$ cat src/rtl/key_irq_sequencer_if.sv
// key_irq_sequencer_if: PIO Avalon-MM bus and event stream bundle for key_irq_sequencer.
// Revision: 1.0
`default_nettype none

interface key_irq_sequencer_if #(
  parameter int EVT_W = 2
) ();
  logic [1:0]       pio_address;
  logic             pio_chipselect;
  logic             pio_write_n;
  logic [31:0]      pio_writedata;
  logic [31:0]      pio_readdata;
  logic             pio_irq;
  logic             evt_valid;
  logic [EVT_W-1:0] evt_data;
  logic             evt_ready;

  modport master (
    output pio_address, pio_chipselect, pio_write_n, pio_writedata,
    output evt_valid, evt_data,
    input  pio_readdata, pio_irq, evt_ready
  );

  modport slave (
    input  pio_address, pio_chipselect, pio_write_n, pio_writedata,
    input  evt_valid, evt_data,
    output pio_readdata, pio_irq, evt_ready
  );
endinterface

`default_nettype wire

$ cat src/rtl/key_irq_sequencer.sv
// key_irq_sequencer: services KEY PIO interrupts and queues captured edges in a FWFT FIFO.
// Optional macro KEY_IRQ_SEQ_TIMESTAMP_EN prepends a TS_WIDTH timestamp to each event. Revision: 1.0
`default_nettype none

module key_irq_sequencer #(
  parameter logic [1:0] KEY_MASK   = 2'b11,
  parameter int         FIFO_DEPTH = 8,
  parameter int         TS_WIDTH   = 16
) (
  input  wire                  clk,
  input  wire                  reset_n,
  input  wire                  i_enable,
  input  wire                  i_ovf_clr,
  output logic                 o_overflow,
  output logic                 o_busy,
  key_irq_sequencer_if.master  bus
);

  localparam int AW = $clog2(FIFO_DEPTH);
`ifdef KEY_IRQ_SEQ_TIMESTAMP_EN
  localparam int EW = TS_WIDTH + 2;
`else
  localparam int EW = 2;
`endif

  localparam logic [2:0] c_INIT = 3'd0;
  localparam logic [2:0] c_IDLE = 3'd1;
  localparam logic [2:0] c_RD   = 3'd2;
  localparam logic [2:0] c_WAIT = 3'd3;
  localparam logic [2:0] c_CLR  = 3'd4;
  localparam logic [2:0] c_PUSH = 3'd5;

  logic [2:0]  r_state, w_state_nxt;
  logic        r_irq;
  logic [1:0]  r_cap, w_cap;
  logic [1:0]  r_addr, w_addr;
  logic        r_cs, w_cs;
  logic        r_wn, w_wn;
  logic [31:0] r_wd, w_wd;
  logic        r_busy;
  logic [29:0] w_unused_rd;

  assign w_cap       = bus.pio_readdata[1:0] & KEY_MASK;
  assign w_unused_rd = bus.pio_readdata[31:2];

  // Bus fields are decided here and registered, so each bus cycle lines up with the next state.
  always_comb begin
    w_state_nxt = r_state;
    w_addr      = 2'd0;
    w_cs        = 1'b0;
    w_wn        = 1'b1;
    w_wd        = 32'd0;
    case (r_state)
      c_INIT: begin
        w_addr      = 2'd2;
        w_cs        = 1'b1;
        w_wn        = 1'b0;
        w_wd        = {30'd0, KEY_MASK};
        w_state_nxt = c_IDLE;
      end
      c_IDLE: begin
        if (r_irq && i_enable) begin
          w_addr      = 2'd3;
          w_cs        = 1'b1;
          w_state_nxt = c_RD;
        end
      end
      c_RD: w_state_nxt = c_WAIT;
      c_WAIT: begin
        if (w_cap == 2'b00) begin
          w_state_nxt = c_IDLE;
        end else begin
          w_addr      = 2'd3;
          w_cs        = 1'b1;
          w_wn        = 1'b0;
          w_wd        = {30'd0, w_cap};
          w_state_nxt = c_CLR;
        end
      end
      c_CLR:   w_state_nxt = c_PUSH;
      c_PUSH:  w_state_nxt = c_IDLE;
      default: w_state_nxt = c_INIT;
    endcase
  end

  always_ff @(posedge clk or negedge reset_n) begin
    if (!reset_n) begin
      r_state <= c_INIT;
      r_irq   <= 1'b0;
      r_cap   <= 2'b00;
      r_addr  <= 2'd0;
      r_cs    <= 1'b0;
      r_wn    <= 1'b1;
      r_wd    <= 32'd0;
      r_busy  <= 1'b0;
    end else begin
      r_state <= w_state_nxt;
      r_irq   <= bus.pio_irq;
      r_addr  <= w_addr;
      r_cs    <= w_cs;
      r_wn    <= w_wn;
      r_wd    <= w_wd;
      r_busy  <= (w_state_nxt != c_IDLE);
      if (r_state == c_WAIT) begin
        r_cap <= w_cap;
      end
    end
  end

  logic [EW-1:0] w_evt;

`ifdef KEY_IRQ_SEQ_TIMESTAMP_EN
  logic [TS_WIDTH-1:0] r_ts, r_ts_cap;

  always_ff @(posedge clk or negedge reset_n) begin
    if (!reset_n) begin
      r_ts     <= '0;
      r_ts_cap <= '0;
    end else begin
      r_ts <= r_ts + 1'b1;
      if (r_state == c_WAIT) begin
        r_ts_cap <= r_ts;
      end
    end
  end

  assign w_evt = {r_ts_cap, r_cap};
`else
  assign w_evt = r_cap;
`endif

  logic [EW-1:0] r_mem [FIFO_DEPTH];
  logic [AW:0]   r_wr, r_rd, w_wr_nxt, w_rd_nxt;
  logic          w_full, w_push, w_wr_en, w_pop, w_empty_nxt;
  logic          r_valid, r_ovf;
  logic [EW-1:0] r_head, w_head_nxt;

  assign w_full   = (r_wr[AW] != r_rd[AW]) && (r_wr[AW-1:0] == r_rd[AW-1:0]);
  assign w_push   = (r_state == c_PUSH);
  assign w_wr_en  = w_push && !w_full;
  assign w_pop    = r_valid && bus.evt_ready;
  assign w_wr_nxt = w_wr_en ? r_wr + 1'b1 : r_wr;
  assign w_rd_nxt = w_pop   ? r_rd + 1'b1 : r_rd;
  assign w_empty_nxt = (w_wr_nxt == w_rd_nxt);

  // The head register is preloaded so the event is visible the cycle it lands, bypassing memory
  // when the slot being written is about to become the head.
  always_comb begin
    w_head_nxt = '0;
    if (!w_empty_nxt) begin
      if (w_wr_en && (r_wr[AW-1:0] == w_rd_nxt[AW-1:0])) begin
        w_head_nxt = w_evt;
      end else begin
        w_head_nxt = r_mem[w_rd_nxt[AW-1:0]];
      end
    end
  end

  always_ff @(posedge clk) begin
    if (w_wr_en) begin
      r_mem[r_wr[AW-1:0]] <= w_evt;
    end
  end

  always_ff @(posedge clk or negedge reset_n) begin
    if (!reset_n) begin
      r_wr    <= '0;
      r_rd    <= '0;
      r_valid <= 1'b0;
      r_head  <= '0;
      r_ovf   <= 1'b0;
    end else begin
      r_wr    <= w_wr_nxt;
      r_rd    <= w_rd_nxt;
      r_valid <= !w_empty_nxt;
      r_head  <= w_head_nxt;
      if (w_push && w_full) begin
        r_ovf <= 1'b1;
      end else if (i_ovf_clr) begin
        r_ovf <= 1'b0;
      end
    end
  end

  assign bus.pio_address    = r_addr;
  assign bus.pio_chipselect = r_cs;
  assign bus.pio_write_n    = r_wn;
  assign bus.pio_writedata  = r_wd;
  assign bus.evt_valid      = r_valid;
  assign bus.evt_data       = r_head;
  assign o_overflow         = r_ovf;
  assign o_busy             = r_busy;

endmodule

`default_nettype wire

$ cat src/flat_wrapper.sv
// flat-port wrapper written by rule: the top's interface ports become plain ports
module key_irq_sequencer_flat 
#(
  parameter logic [1:0] KEY_MASK   = 2'b11,
  parameter int         FIFO_DEPTH = 8,
  parameter int         TS_WIDTH   = 16
)
  (clk, reset_n, i_enable, i_ovf_clr, o_overflow, o_busy, bus_pio_address, bus_pio_chipselect, bus_pio_write_n, bus_pio_writedata, bus_evt_valid, bus_evt_data, bus_pio_readdata, bus_pio_irq, bus_evt_ready);
  key_irq_sequencer_if bus_i ();
  input  wire clk;
  input  wire reset_n;
  input  wire i_enable;
  input  wire i_ovf_clr;
  output logic o_overflow;
  output logic o_busy;
  output wire logic [$bits(bus_i.pio_address)-1:0] bus_pio_address;
  output wire logic [$bits(bus_i.pio_chipselect)-1:0] bus_pio_chipselect;
  output wire logic [$bits(bus_i.pio_write_n)-1:0] bus_pio_write_n;
  output wire logic [$bits(bus_i.pio_writedata)-1:0] bus_pio_writedata;
  output wire logic [$bits(bus_i.evt_valid)-1:0] bus_evt_valid;
  output wire logic [$bits(bus_i.evt_data)-1:0] bus_evt_data;
  input wire logic [$bits(bus_i.pio_readdata)-1:0] bus_pio_readdata;
  input wire logic [$bits(bus_i.pio_irq)-1:0] bus_pio_irq;
  input wire logic [$bits(bus_i.evt_ready)-1:0] bus_evt_ready;
  assign bus_pio_address = bus_i.pio_address;
  assign bus_pio_chipselect = bus_i.pio_chipselect;
  assign bus_pio_write_n = bus_i.pio_write_n;
  assign bus_pio_writedata = bus_i.pio_writedata;
  assign bus_evt_valid = bus_i.evt_valid;
  assign bus_evt_data = bus_i.evt_data;
  assign bus_i.pio_readdata = bus_pio_readdata;
  assign bus_i.pio_irq = bus_pio_irq;
  assign bus_i.evt_ready = bus_evt_ready;
  key_irq_sequencer #(.KEY_MASK(KEY_MASK), .FIFO_DEPTH(FIFO_DEPTH), .TS_WIDTH(TS_WIDTH)) u_core (.clk(clk), .reset_n(reset_n), .i_enable(i_enable), .i_ovf_clr(i_ovf_clr), .o_overflow(o_overflow), .o_busy(o_busy), .bus(bus_i));
endmodule
$ cat config.mk
export PLATFORM = sky130hd
export DESIGN_NAME = key_irq_sequencer_flat
export DESIGN_NICKNAME = d
export VERILOG_FILES = /design/src/rtl/key_irq_sequencer_if.sv /design/src/rtl/key_irq_sequencer.sv /design/src/flat_wrapper.sv
export SDC_FILE = /design/constraint.sdc
export NUM_CORES = 1
export LEC_CHECK = 0
export CAP_MARGIN = 10
export CORE_AREA = 5 5 75 84
export CTS_CLUSTER_SIZE = 8
export DETAILED_ROUTE_END_ITERATION = 6
export DIE_AREA = 0 0 80 89
export GPL_ROUTABILITY_DRIVEN = 0
export PLACE_DENSITY = 0.84
export SLEW_MARGIN = 20
export SYNTH_ARGS = -nofsm -noshare
export SYNTH_HDL_FRONTEND = slang
export SYNTH_SLANG_ARGS = --single-unit
$ cat constraint.sdc
create_clock -name clk -period 1.85 [get_ports clk]
set_clock_uncertainty 0.15 [all_clocks]
set_input_delay 0.185 -clock clk [delete_from_list [all_inputs] [get_ports clk]]
set_output_delay 0.185 -clock clk [all_outputs]
set_load 0.02 [all_outputs]
==> implementation parameters, run 1 <==
Parameter                              Value

Global route
  Overflow left after global routing    0
  Number of antenna violations at the first check in global routing    0
  Pin count of the biggest net entering global routing    25
  Overall routing resource usage    12.3%
  Via count of the first global-routing pass    1427
  Wire length of the first global-routing pass    ~6600 um

Clock network
  Clock latency at the later pin of the worst-skew pair    between 0.2 and 0.3 ns
  Clock transition at the registers of the reported paths    0.07 ns
  CTS Buffer Depth    2
  Clock tree from TritonCTS    built
  Max H-tree Level    2
  Number of sinks on the clock net    40
  Root Buffer    clkbuf_8
  Cts bufs inserted    5

Power
  Leakage component of the power    between 1 and 1.5 nW
  Highest ir drop seen on vdd    a little under 0.7 mV
  Power Dens Cells    approximately 1600 nW/um2

Drt
  Total iterations of the first detailed-routing run    4
  Count of routing violations after the opening detailed-route iteration    77
  Final Routed Wirelength    4130 um
  Wire length per cell after detailed routing    roughly 14 um
  Via count    roughly 1.4k
  # DRC    0
  Via density per instance    about 4.5
  Antenna viol nets, final    0

Critical path
  Library cell contributing the largest single delay on the critical path    dfrtp_2
  Nature of the critical path endpoint    flip-flop
  Worst path cell trace    ha_4 -> and3_4 -> or3_4 -> a21oi_4 -> a22oi_2 -> nor3_2 -> a211oi_1
  Worst Reg-to-Reg Cells    7
  Required @ worst endpoint    ~1.9 ns
  Data arrival time at the worst-slack endpoint    ~2.1 ns
  Worst reg2reg startpoint    u_core.r_rd[0]$_DFF_PN0_
  Critical setup path kind    flip-flop to flip-flop
  Largest fanout on the critical path    5
  Setup slack on the worst flop-to-flop path    -0.18 ns
  Critical Path Source Type    flip-flop
  CP peak stage delay    approximately 0.47 ns
  Reg2Reg Capture Point    u_core.bus.evt_data[0]$_DFF_PN0_

Die
  Placeable core region    roughly 5300 um2
  Initial cell density of the core    38.9%
  DIE HEIGHT    a little under 90 um
  Boundary Pins    79
  DIE WIDTH    around 80 um
  Row count    28
  Die area    7120 um2

Layout
  Fraction of final layout cells sized beyond drive strength 1    roughly 31%
  Number of non-filler instances in the completed layout    between 200 and 300
  Antenna diode count    0
  Final core utilization    50.0%
  Number of nets in the layout    approximately 260
  Layout overhead on the synthesized area    28.6%
  Finished Cell Area    2670 um2

Timing
  Number of setup violations in the final report    5
  Max-slew violation count    0
  Shortest period the worst path allows    ~2.0 ns
  Final setup margin    -0.178 ns
  Period utilization    110%
  Highest clock frequency the design can meet    between 0.4 and 0.5 GHz
  Smallest hold slack    approximately 0.12 ns
  Unrepaired setup endpoints after global routing    true
  Final Hold Viols    0

Yosys
  Library cells used by synthesis    38
  Synthesized cell area    just over 2000 um2
  Portion of the post-synthesis area used by sequential elements    a little over half
  Mean Syn Cell Area    roughly 12 um2
  Synth warnings    0
  Flip-flop and latch count after synthesis    40
  Number of instances in the synthesized netlist    ~180

Placement
  Number of buffers inserted by port buffering    18
  Instance count after placement with tap cells included    between 200 and 300
  Standard cell area after detailed placement    approximately 2400 um2
  Detailed placer's ending HPWL    between 2000 and 3000 um
  Setup slack at placement    -0.398 ns

Hold path
  Type of the tightest min-delay check    primary input to asynchronous set/reset pin

Job
  Maximum capacitance violations    0

Run status
  Violated checks    negative setup slack
  Run status    complete, but fails checks
==> metal layers <==
| layer | track usage (%) | vias up | share of wire, % |
|---|---|---|---|
| met4 | 5.84 | 0 | 2.7 |
| met3 | 4.44 | 11 | 7.0 |
| met2 | 20.9 | 53 | 52 |
| li1 | - | 638 | - |
| met1 | 13.9 | 649 | 38 |
| met5 | 0 | - | 0 |
==> registers in the layout, summed over array words and instances, names as in the netlist, 2 cells and up <==
name	count
u_core.bus.evt_data	2
u_core.bus.pio_address	2
u_core.bus.pio_writedata	2
u_core.r_cap	2
u_core.r_mem	16
u_core.r_rd	4
u_core.r_state	3
u_core.r_wr	4
==> synthesized netlist by cell type <==
| master | count | area, um2 |
|---|---|---|
| buf_4 | 34 | 255 |
| buf_6 | 1 | 11.3 |
| a41oi_1 | 1 | 8.76 |
| nand3_1 | 9 | 45.0 |
| xnor2_2 | 1 | 16.3 |
| xor3_1 | 1 | 23.8 |
| a21oi_1 | 5 | 25.0 |
| o211ai_1 | 1 | 7.51 |
| mux2i_1 | 2 | 20.0 |
| nor2_1 | 12 | 45.0 |
| a211oi_1 | 2 | 15.0 |
| dfrtp_1 | 23 | 576 |
| a21o_1 | 1 | 7.51 |
| nand4_1 | 1 | 6.26 |
| mux2_2 | 3 | 33.8 |
| nand2b_1 | 2 | 12.5 |
| ha_1 | 2 | 25.0 |
| nand3b_1 | 1 | 7.51 |
| dfstp_2 | 1 | 26.3 |
| nand2_1 | 7 | 26.3 |
| a22oi_1 | 2 | 15.0 |
| or2_2 | 2 | 12.5 |
| xnor2_1 | 4 | 35.0 |
| clkbuf_1 | 2 | 7.51 |
| or3_1 | 2 | 12.5 |
| nor2_4 | 1 | 11.3 |
| a41o_2 | 1 | 11.3 |
| o22ai_1 | 2 | 12.5 |
| o21ai_0 | 6 | 30.0 |
| a21boi_0 | 1 | 7.51 |
| xor2_1 | 8 | 70.1 |
| nor3_2 | 1 | 10.0 |
| inv_1 | 7 | 26.3 |
| mux4_1 | 4 | 105 |
| and3_1 | 2 | 12.5 |
| nor3_1 | 3 | 15.0 |
| edfxtp_1 | 16 | 480 |
| conb_1 | 1 | 3.75 |
==> worst max-delay path, delay by kind of cell, from the launching register on <==
family | cells | cell delay, ns
adder cells (fa/ha/maj) | 1 | 0.23
AND/OR/NAND/NOR | 3 | 0.74
flip-flops | 1 | 0.47
AO/OA/AOI/OAI | 3 | 0.32
==> cell families (layout without fill, tap and decap cells) <==
logic type                 after synthesis  in the layout  synth area share [%]
buffers and inverters                   44             63                  14.5
and+or+nand+nor                         43             43                  10.4
DFF                                     40             40                  52.2
AOI/OAI and AO/OA                       22             22                  6.76
xor gates and xnor gates                14             14                  7.00
muxes                                    9              9                  7.67
adders and majority gates                2              2                  1.21
other                                    1             30                 0.181
==> repair_timing <==
action	4_1_cts	5_1_grt
pin swaps	3	2
hold buffers	0	0
buffers inserted	1	2
hold endpoints to repair	0	0
setup endpoints to repair	15	15
resized for setup	13	17
==> worst max-delay path by stage <==
stage / start / to / depth (start not counted)
4_1_cts: u_core.r_rd[0]$_DFF_PN0_ / u_core.bus.evt_data[0]$_DFF_PN0_ / 5
2_1_floorplan: u_core.r_rd[0]$_DFF_PN0_ / u_core.bus.evt_data[0]$_DFF_PN0_ / 7
5_1_grt: u_core.r_rd[0]$_DFF_PN0_ / u_core.bus.evt_data[0]$_DFF_PN0_ / 5
6_report: u_core.r_rd[0]$_DFF_PN0_ / u_core.bus.evt_data[0]$_DFF_PN0_ / 7
3_5_place_dp: bus_evt_ready / u_core.bus.evt_data[0]$_DFF_PN0_ / 6
3_3_place_gp: bus_evt_ready / u_core.bus.evt_data[0]$_DFF_PN0_ / 6
==> where the power goes <==
part	switching [mW]	total [mW]	internal, mW
Clock	0.282	0.545	0.262
Sequential	0.212	1.44	1.23
Combinational	1.20	2.36	1.16
Total	1.69	4.34	2.65
==> metrics by stage <==
step / total power [mW] / TNS, ns
after floorplan: 2.75 / -0.401
final: 4.34 / -0.547
after CTS: 4.16 / -0.541
after detailed placement: 3.44 / -1.75
after global routing: 4.64 / -1.18
after global placement: 3.34 / -1.11
==> layout by cell type, fill, tap and decap left out, types with 2 or more instances in the layout <==
cell / count
buf_4: 28
xor2_1: 5
clkdlybuf4s50_1: 18
mux2i_1: 2
nand3_1: 8
clkbuf_1: 2
or2_2: 2
xor2_2: 3
a21oi_1: 4
nor2_4: 5
xnor2_1: 3
mux2_2: 3
mux4_1: 4
dfrtp_1: 21
o21ai_0: 6
clkbuf_8: 5
dfrtp_2: 2
nand2_1: 5
conb_1: 30
buf_6: 2
nor2_1: 7
inv_1: 7
edfxtp_1: 16
o22ai_1: 2
a211oi_1: 2
nor3_4: 2
==> area by class of cell <==
type	instances	area, um2
clock buffer	7	76.3
clock inverter	1	3.75
fill	498	2660
inverter	7	26.3
multi-input combinational	120	967
sequential	40	1080
tap	75	93.8
timing repair buffer	48	413
(Power assumes the default switching activity.)
==> run 2: changes to the inputs <==
CORE_AREA = 5 5 70 78   (was 5 5 75 84)
DIE_AREA = 0 0 75 83   (was 0 0 80 89)
PLACE_DENSITY = 0.92   (was 0.84)
clock period = 2.51 ns   (was 1.85 ns; I/O delays follow)
==> implementation parameters, run 2 (synthesis results as in run 1) <==
Parameter                              Value

Clock network
  Cts bufs inserted    5 (unchanged)
  Clock tree from TritonCTS    built
  Root Buffer    clkbuf_8
  CTS resizes    0 (-13)
  Clock transition at the registers of the reported paths    0.08 ns (about the same)
  Post-CTS Hold Fix Bufs    0 (unchanged)
  Number of sinks on the clock net    40 (unchanged)
  Clock latency at the later pin of the worst-skew pair    0.29 ns (about the same)
  Setup Fix Bufs, Post-CTS    0 (-1)
  Max H-tree Level    2 (unchanged)
  CTS Buffer Depth    2 (unchanged)

Critical path
  Critical setup path kind    flip-flop to flip-flop
  Required @ worst endpoint    2.52 ns (+0.65 ns)
  Data arrival time at the worst-slack endpoint    2.27 ns (+0.22 ns)
  Largest fanout on the critical path    9 (+4)
  Critical Path Source Type    flip-flop
  Nature of the critical path endpoint    flip-flop

Layout
  Layout overhead on the synthesized area    9.42%
  Most common cell after layout, fill and taps aside    conb_1
  Flip-flop count of the largest register, all copies and words added    16 (unchanged)
  Fraction of final layout cells sized beyond drive strength 1    9.64% (-21 points)
  Final core utilization    49.4% (-0.62 points)
  Commonest cells after routing, fill and taps aside    conb_1, dfrtp_1, clkdlybuf4s50_1
  Number of nets in the layout    236 (-9.9%)
  Antenna diode count    0 (unchanged)
  Fill count    422 (-15%)

Die
  DIE WIDTH    75 um (-6.3%)
  Placeable core region    4590 um2 (-14%)
  Boundary Pins    79 (unchanged)
  Die area    6230 um2 (-13%)
  Initial cell density of the core    45.2% (+6.3 points)
  DIE HEIGHT    83 um (-6.7%)
  Row count    26 (-7.1%)

Drt
  Via count    1247 (-7.7%)
  Wire length per cell after detailed routing    13.7 um (-1.3%)
  Via density per instance    4.93 (+8.7%)
  Antenna viol nets, final    0 (unchanged)
  # DRC    0 (unchanged)
  Total iterations of the first detailed-routing run    4 (unchanged)
  Count of routing violations after the opening detailed-route iteration    82 (+6.5%)
  Final Routed Wirelength    3460 um (-16%)

Timing
  Pin slew with the least headroom to its limit    about 0.5 ns
  Shortest period the worst path allows    2.26 ns (+0.229 ns)
  Total negative setup slack    0 ns (+0.547 ns)
  Unrepaired setup endpoints after global routing    false
  Period utilization    89.9% (-20 points)
  Number of setup violations in the final report    0 (-5)
  Smallest hold slack    0.171 ns (+0.0546 ns)
  Highest clock frequency the design can meet    0.443 GHz (-10%)
  Max-slew violation count    0 (unchanged)
  Final Hold Viols    0 (unchanged)
  Worst-case headroom to the max-slew limit    ~65%

Hold path
  Type of the tightest min-delay check    primary input to asynchronous set/reset pin

Run status
  Run status    finished clean

Placement
  Number of buffers inserted by port buffering    18 (unchanged)
  Detailed placer's ending HPWL    2600 um (-13%)

Job
  Maximum capacitance violations    0 (unchanged)

Global route
  Number of antenna violations at the first check in global routing    0 (unchanged)
  Pin count of the biggest net entering global routing    25 (unchanged)
  Overall routing resource usage    12.1% (-0.24 points)
  Via count of the first global-routing pass    1280 (-10%)
  Wire length of the first global-routing pass    5790 um (-12%)
  Overflow left after global routing    0 (unchanged)

Power
  Power Dens Cells    1170 nW/um2 (-28%)
  Highest ir drop seen on vdd    0.580 mV (-15%)
  Leakage component of the power    0.944 nW (-15%)
run 2: worst paths after layout:
kind / startpoint / endpoint / slack (ns) / cells after the start
min in group clk: bus_pio_irq / u_core.r_irq$_DFF_PN0_ / 0.26 / 1
max in group asynchronous: reset_n / u_core.bus.pio_write_n$_DFF_PN1_ / 1.74 / 2
min: reset_n / u_core.r_wr[3]$_DFF_PN0_ / 0.17 / 2
max reg2reg: u_core.r_wr[0]$_DFF_PN0_ / u_core.bus.evt_data[0]$_DFF_PN0_ / 0.25 / 6
min reg2reg: u_core.r_rd[3]$_DFF_PN0_ / u_core.r_rd[3]$_DFF_PN0_ / 0.38 / 1
max: u_core.r_wr[0]$_DFF_PN0_ / u_core.bus.evt_data[0]$_DFF_PN0_ / 0.25 / 6
run 2: critical path, cell delays in order (launching register included):
cell      delay [ns]
dfrtp_1         0.50
xnor2_2         0.23
a41o_2          0.35
nor2_4          0.21
xor3_1          0.36
nor3_2          0.24
a211oi_1        0.08
run 2: area by class of cell:
class | count | area [um2] | area share [%]
Sequential cell | 40 | 1080 | 47.7
Multi-Input combinational cell | 120 | 798 | 35.2
Timing Repair Buffer | 22 | 210 | 9.27
Clock buffer | 7 | 76.3 | 3.37
Tap cell | 56 | 70.1 | 3.09
Inverter | 7 | 26.3 | 1.16
Clock inverter | 1 | 3.75 | 0.166
run 2: metal layers:
layer	vias to the layer above	global-route usage (%)	routed length [um]
li1	590	-	-
met1	604	13.4	1260
met2	44	19.9	1860
met3	9	4.47	275
met4	0	5.83	68
met5	-	0	0
run 2: through the flow:
stage	setup slack [ns]	cell area, um2	instances	power, mW
5_1_grt	0.0296	2270	253	2.85
6_report	0.252	2270	253	2.65
2_1_floorplan	0.453	2180	204	1.99
4_1_cts	0.227	2270	253	2.68
3_3_place_gp	0.233	2190	245	2.20
3_5_place_dp	0.180	2190	245	2.27
run 2: power by group:
part | internal (mW) | leakage, nW | switching, mW
clock network | 0.193 | 0.0399 | 0.204
logic | 0.549 | 0.469 | 0.603
registers | 0.901 | 0.435 | 0.203
total | 1.64 | 0.944 | 1.01
==> run 3: changes to the inputs <==
GPL_TIMING_DRIVEN = 0   (was unset)
==> implementation parameters, run 3 (synthesis results as in run 1) <==
Parameter                              Value

Critical path
  Data arrival time at the worst-slack endpoint    2.26 ns (about the same)
  Largest fanout on the critical path    5 (-4)
  Nature of the critical path endpoint    flip-flop
  Required @ worst endpoint    2.53 ns (about the same)
  Critical setup path kind    primary input to flip-flop
  Critical Path Source Type    primary input

Layout
  Fraction of final layout cells sized beyond drive strength 1    23.4% (+14 points)
  Most common cell after layout, fill and taps aside    buf_4
  Flip-flop count of the largest register, all copies and words added    16 (unchanged)
  Antenna diode count    0 (unchanged)
  Layout overhead on the synthesized area    24.8%
  Sequential cell area in the final layout    1080 um2 (unchanged)
  Number of non-filler instances in the completed layout    287 (+13%)
  Number of nets in the layout    270 (+14%)
  Finished Cell Area    2580 um2 (+14%)
  Total area of multi-input combinational cells    798 um2 (unchanged)
  Commonest cells after routing, fill and taps aside    buf_4, conb_1, dfrtp_1
  Fill count    378 (-10%)

Timing
  Shortest period the worst path allows    2.23 ns (-0.0240 ns)
  Number of setup violations in the final report    0 (unchanged)
  Final Hold Viols    0 (unchanged)
  Final setup margin    0.276 ns (+0.0240 ns)
  Unrepaired setup endpoints after global routing    false
  Max-slew violation count    0 (unchanged)
  Worst-case headroom to the max-slew limit    63.7% (-1.7 points)
  Highest clock frequency the design can meet    0.448 GHz (+1.1%)
  Period utilization    89.0% (-0.96 points)
  Pin slew with the least headroom to its limit    0.544 ns (+0.0321 ns)

Drt
  Final Routed Wirelength    3550 um (+2.6%)
  Antenna viol nets, final    0 (unchanged)
  Via count    1331 (+6.7%)
  Count of routing violations after the opening detailed-route iteration    51 (-38%)
  Via density per instance    4.64 (-5.9%)
  # DRC    0 (unchanged)
  Wire length per cell after detailed routing    12.4 um (-9.5%)
  Total iterations of the first detailed-routing run    4 (unchanged)

Global route
  Global routing usage on met2    19.3% (-0.55 points)
  Met1 usage    13.6% (+0.13 points)
  Overall routing resource usage    11.8% (-0.32 points)
  Pin count of the biggest net entering global routing    25 (unchanged)
  Met3 usage    4.35% (-0.12 points)
  Wire length of the first global-routing pass    5640 um (-2.6%)
  Peak-usage layer in the global routing report    met2
  Number of antenna violations at the first check in global routing    0 (unchanged)
  Via count of the first global-routing pass    1260 (-1.6%)
  Overflow left after global routing    0 (unchanged)

Clock network
  Number of sinks on the clock net    40 (unchanged)
  CTS resizes    0 (unchanged)
  Clock tree from TritonCTS    built
  Clock transition at the registers of the reported paths    0.08 ns (about the same)
  Max H-tree Level    2 (unchanged)
  Setup Fix Bufs, Post-CTS    0 (unchanged)
  Root Buffer    clkbuf_8
  Clock latency at the later pin of the worst-skew pair    0.29 ns (about the same)
  Cts bufs inserted    5 (unchanged)
  CTS Buffer Depth    2 (unchanged)

Placement
  Instance count after placement with tap cells included    278 (+13%)
  Detailed placer's ending HPWL    2670 um (+2.9%)
  Standard cell area after detailed placement    2430 um2 (+11%)
  Number of buffers inserted by port buffering    18 (unchanged)
  Setup slack at placement    -0.0364 ns (-0.216 ns)

Power
  Leakage component of the power    1.16 nW (+22%)
  PnR Total Power    2.96 mW (+11%)
  Highest ir drop seen on vdd    0.561 mV (-3.3%)
  Combinational share of power    43.1% (-0.3 points)
  Fraction of power consumed by sequential logic    35.1% (-6.5 points)
  Internal portion of total power    1.92 mW (+17%)
  Switching power share of the total    34.9% (-3.1 points)
  Power Dens Cells    1140 nW/um2 (-2.3%)
  Power dissipated by switching net loads    1.03 mW (+2.3%)
  Proportion of power drawn by the clock network    21.7% (+6.7 points)

Die
  Initial cell density of the core    45.2% (unchanged)
  Die area    6230 um2 (unchanged)
  DIE WIDTH    75 um (unchanged)
  Placeable core region    4590 um2 (unchanged)
  Row count    26 (unchanged)
  DIE HEIGHT    83 um (unchanged)
  Boundary Pins    79 (unchanged)

Job
  Maximum capacitance violations    0 (unchanged)

Run status
  Run status    finished clean

Hold path
  Type of the tightest min-delay check    primary input to flip-flop
run 3: cell types whose count changed in the layout (fill, tap and decap cells not counted), sizes merged:
| cell | change |
|---|---|
| clkinv | -1 |
| dlygate4sd3 | +1 |
| bufinv | +1 |
| buf | +32 |
| clkdlybuf4s50 | -1 |
| clkbuf | +2 |
run 3: final timing paths:
path                                                startpoint                          endpoint  slack (ns)  depth (start not counted)
min in group asynchronous                              reset_n          u_core.r_rd[1]$_DFF_PN0_        0.33                          2
worst max register to register  u_core.bus.evt_valid$_DFF_PN0_  u_core.bus.evt_data[0]$_DFF_PN0_        0.30                          5
worst min-delay path                               bus_pio_irq            u_core.r_irq$_DFF_PN0_        0.25                          1
worst min register to register        u_core.r_wr[3]$_DFF_PN0_          u_core.r_wr[3]$_DFF_PN0_        0.37                          1
worst max-delay path                             bus_evt_ready  u_core.bus.evt_data[0]$_DFF_PN0_        0.28                          6
max in group asynchronous                              reset_n  u_core.bus.pio_write_n$_DFF_PN1_        1.50                          2
run 3: stage by stage:
stage,setup TNS (ns),hold slack [ns],util (%)
4_1_cts,0,0.239,56.2
3_5_place_dp,-0.0548,0.363,53.0
5_1_grt,0,0.239,56.4
2_1_floorplan,0,-0.195,-
3_3_place_gp,0,0.349,53.0
6_report,0,0.249,56.4
run 3: layer usage:
| layer | wire [um] | part of all wire (%) | vias up |
|---|---|---|---|
| li1 | - | - | 660 |
| met1 | 1390 | 39 | 620 |
| met2 | 1910 | 54 | 47 |
| met3 | 220 | 6.2 | 4 |
| met4 | 37 | 1.0 | 0 |
| met5 | 0 | 0 | - |
run 3: power groups by stage:
stage                     sequential [mW]  combinational (mW)  clock, mW
after CTS                            1.04                1.28      0.663
final                                1.04                1.28      0.642
after global routing                 1.07                1.39      0.694
after detailed placement             1.05                1.27          0
after global placement               1.05                1.22          0
after floorplan                      1.09               0.893          0
run 3: critical path, stage by stage:
cell and delay [ns]:
clkdlybuf4s50_1 0.52, nand2_1 0.16, xor2_1 0.46, mux4_1 0.64
mux2i_1 0.15, a211oi_1 0.08
run 3: area by class of cell:
cell class / instances / share of cell area, %
clock buffer: 7 / 4.60
buffer: 37 / 10.6
sequential: 40 / 41.9
tap: 56 / 2.71
clock inverter: 1 / 1.16
timing repair buffer: 19 / 7.16
inverter: 7 / 1.02
multi-input combinational: 120 / 30.9
run 3: timing repair:
item | CTS | global route
endpoints found under the setup margin | 0 | 0
hold buffers | 0 | 1
hold endpoints to repair | 0 | 23
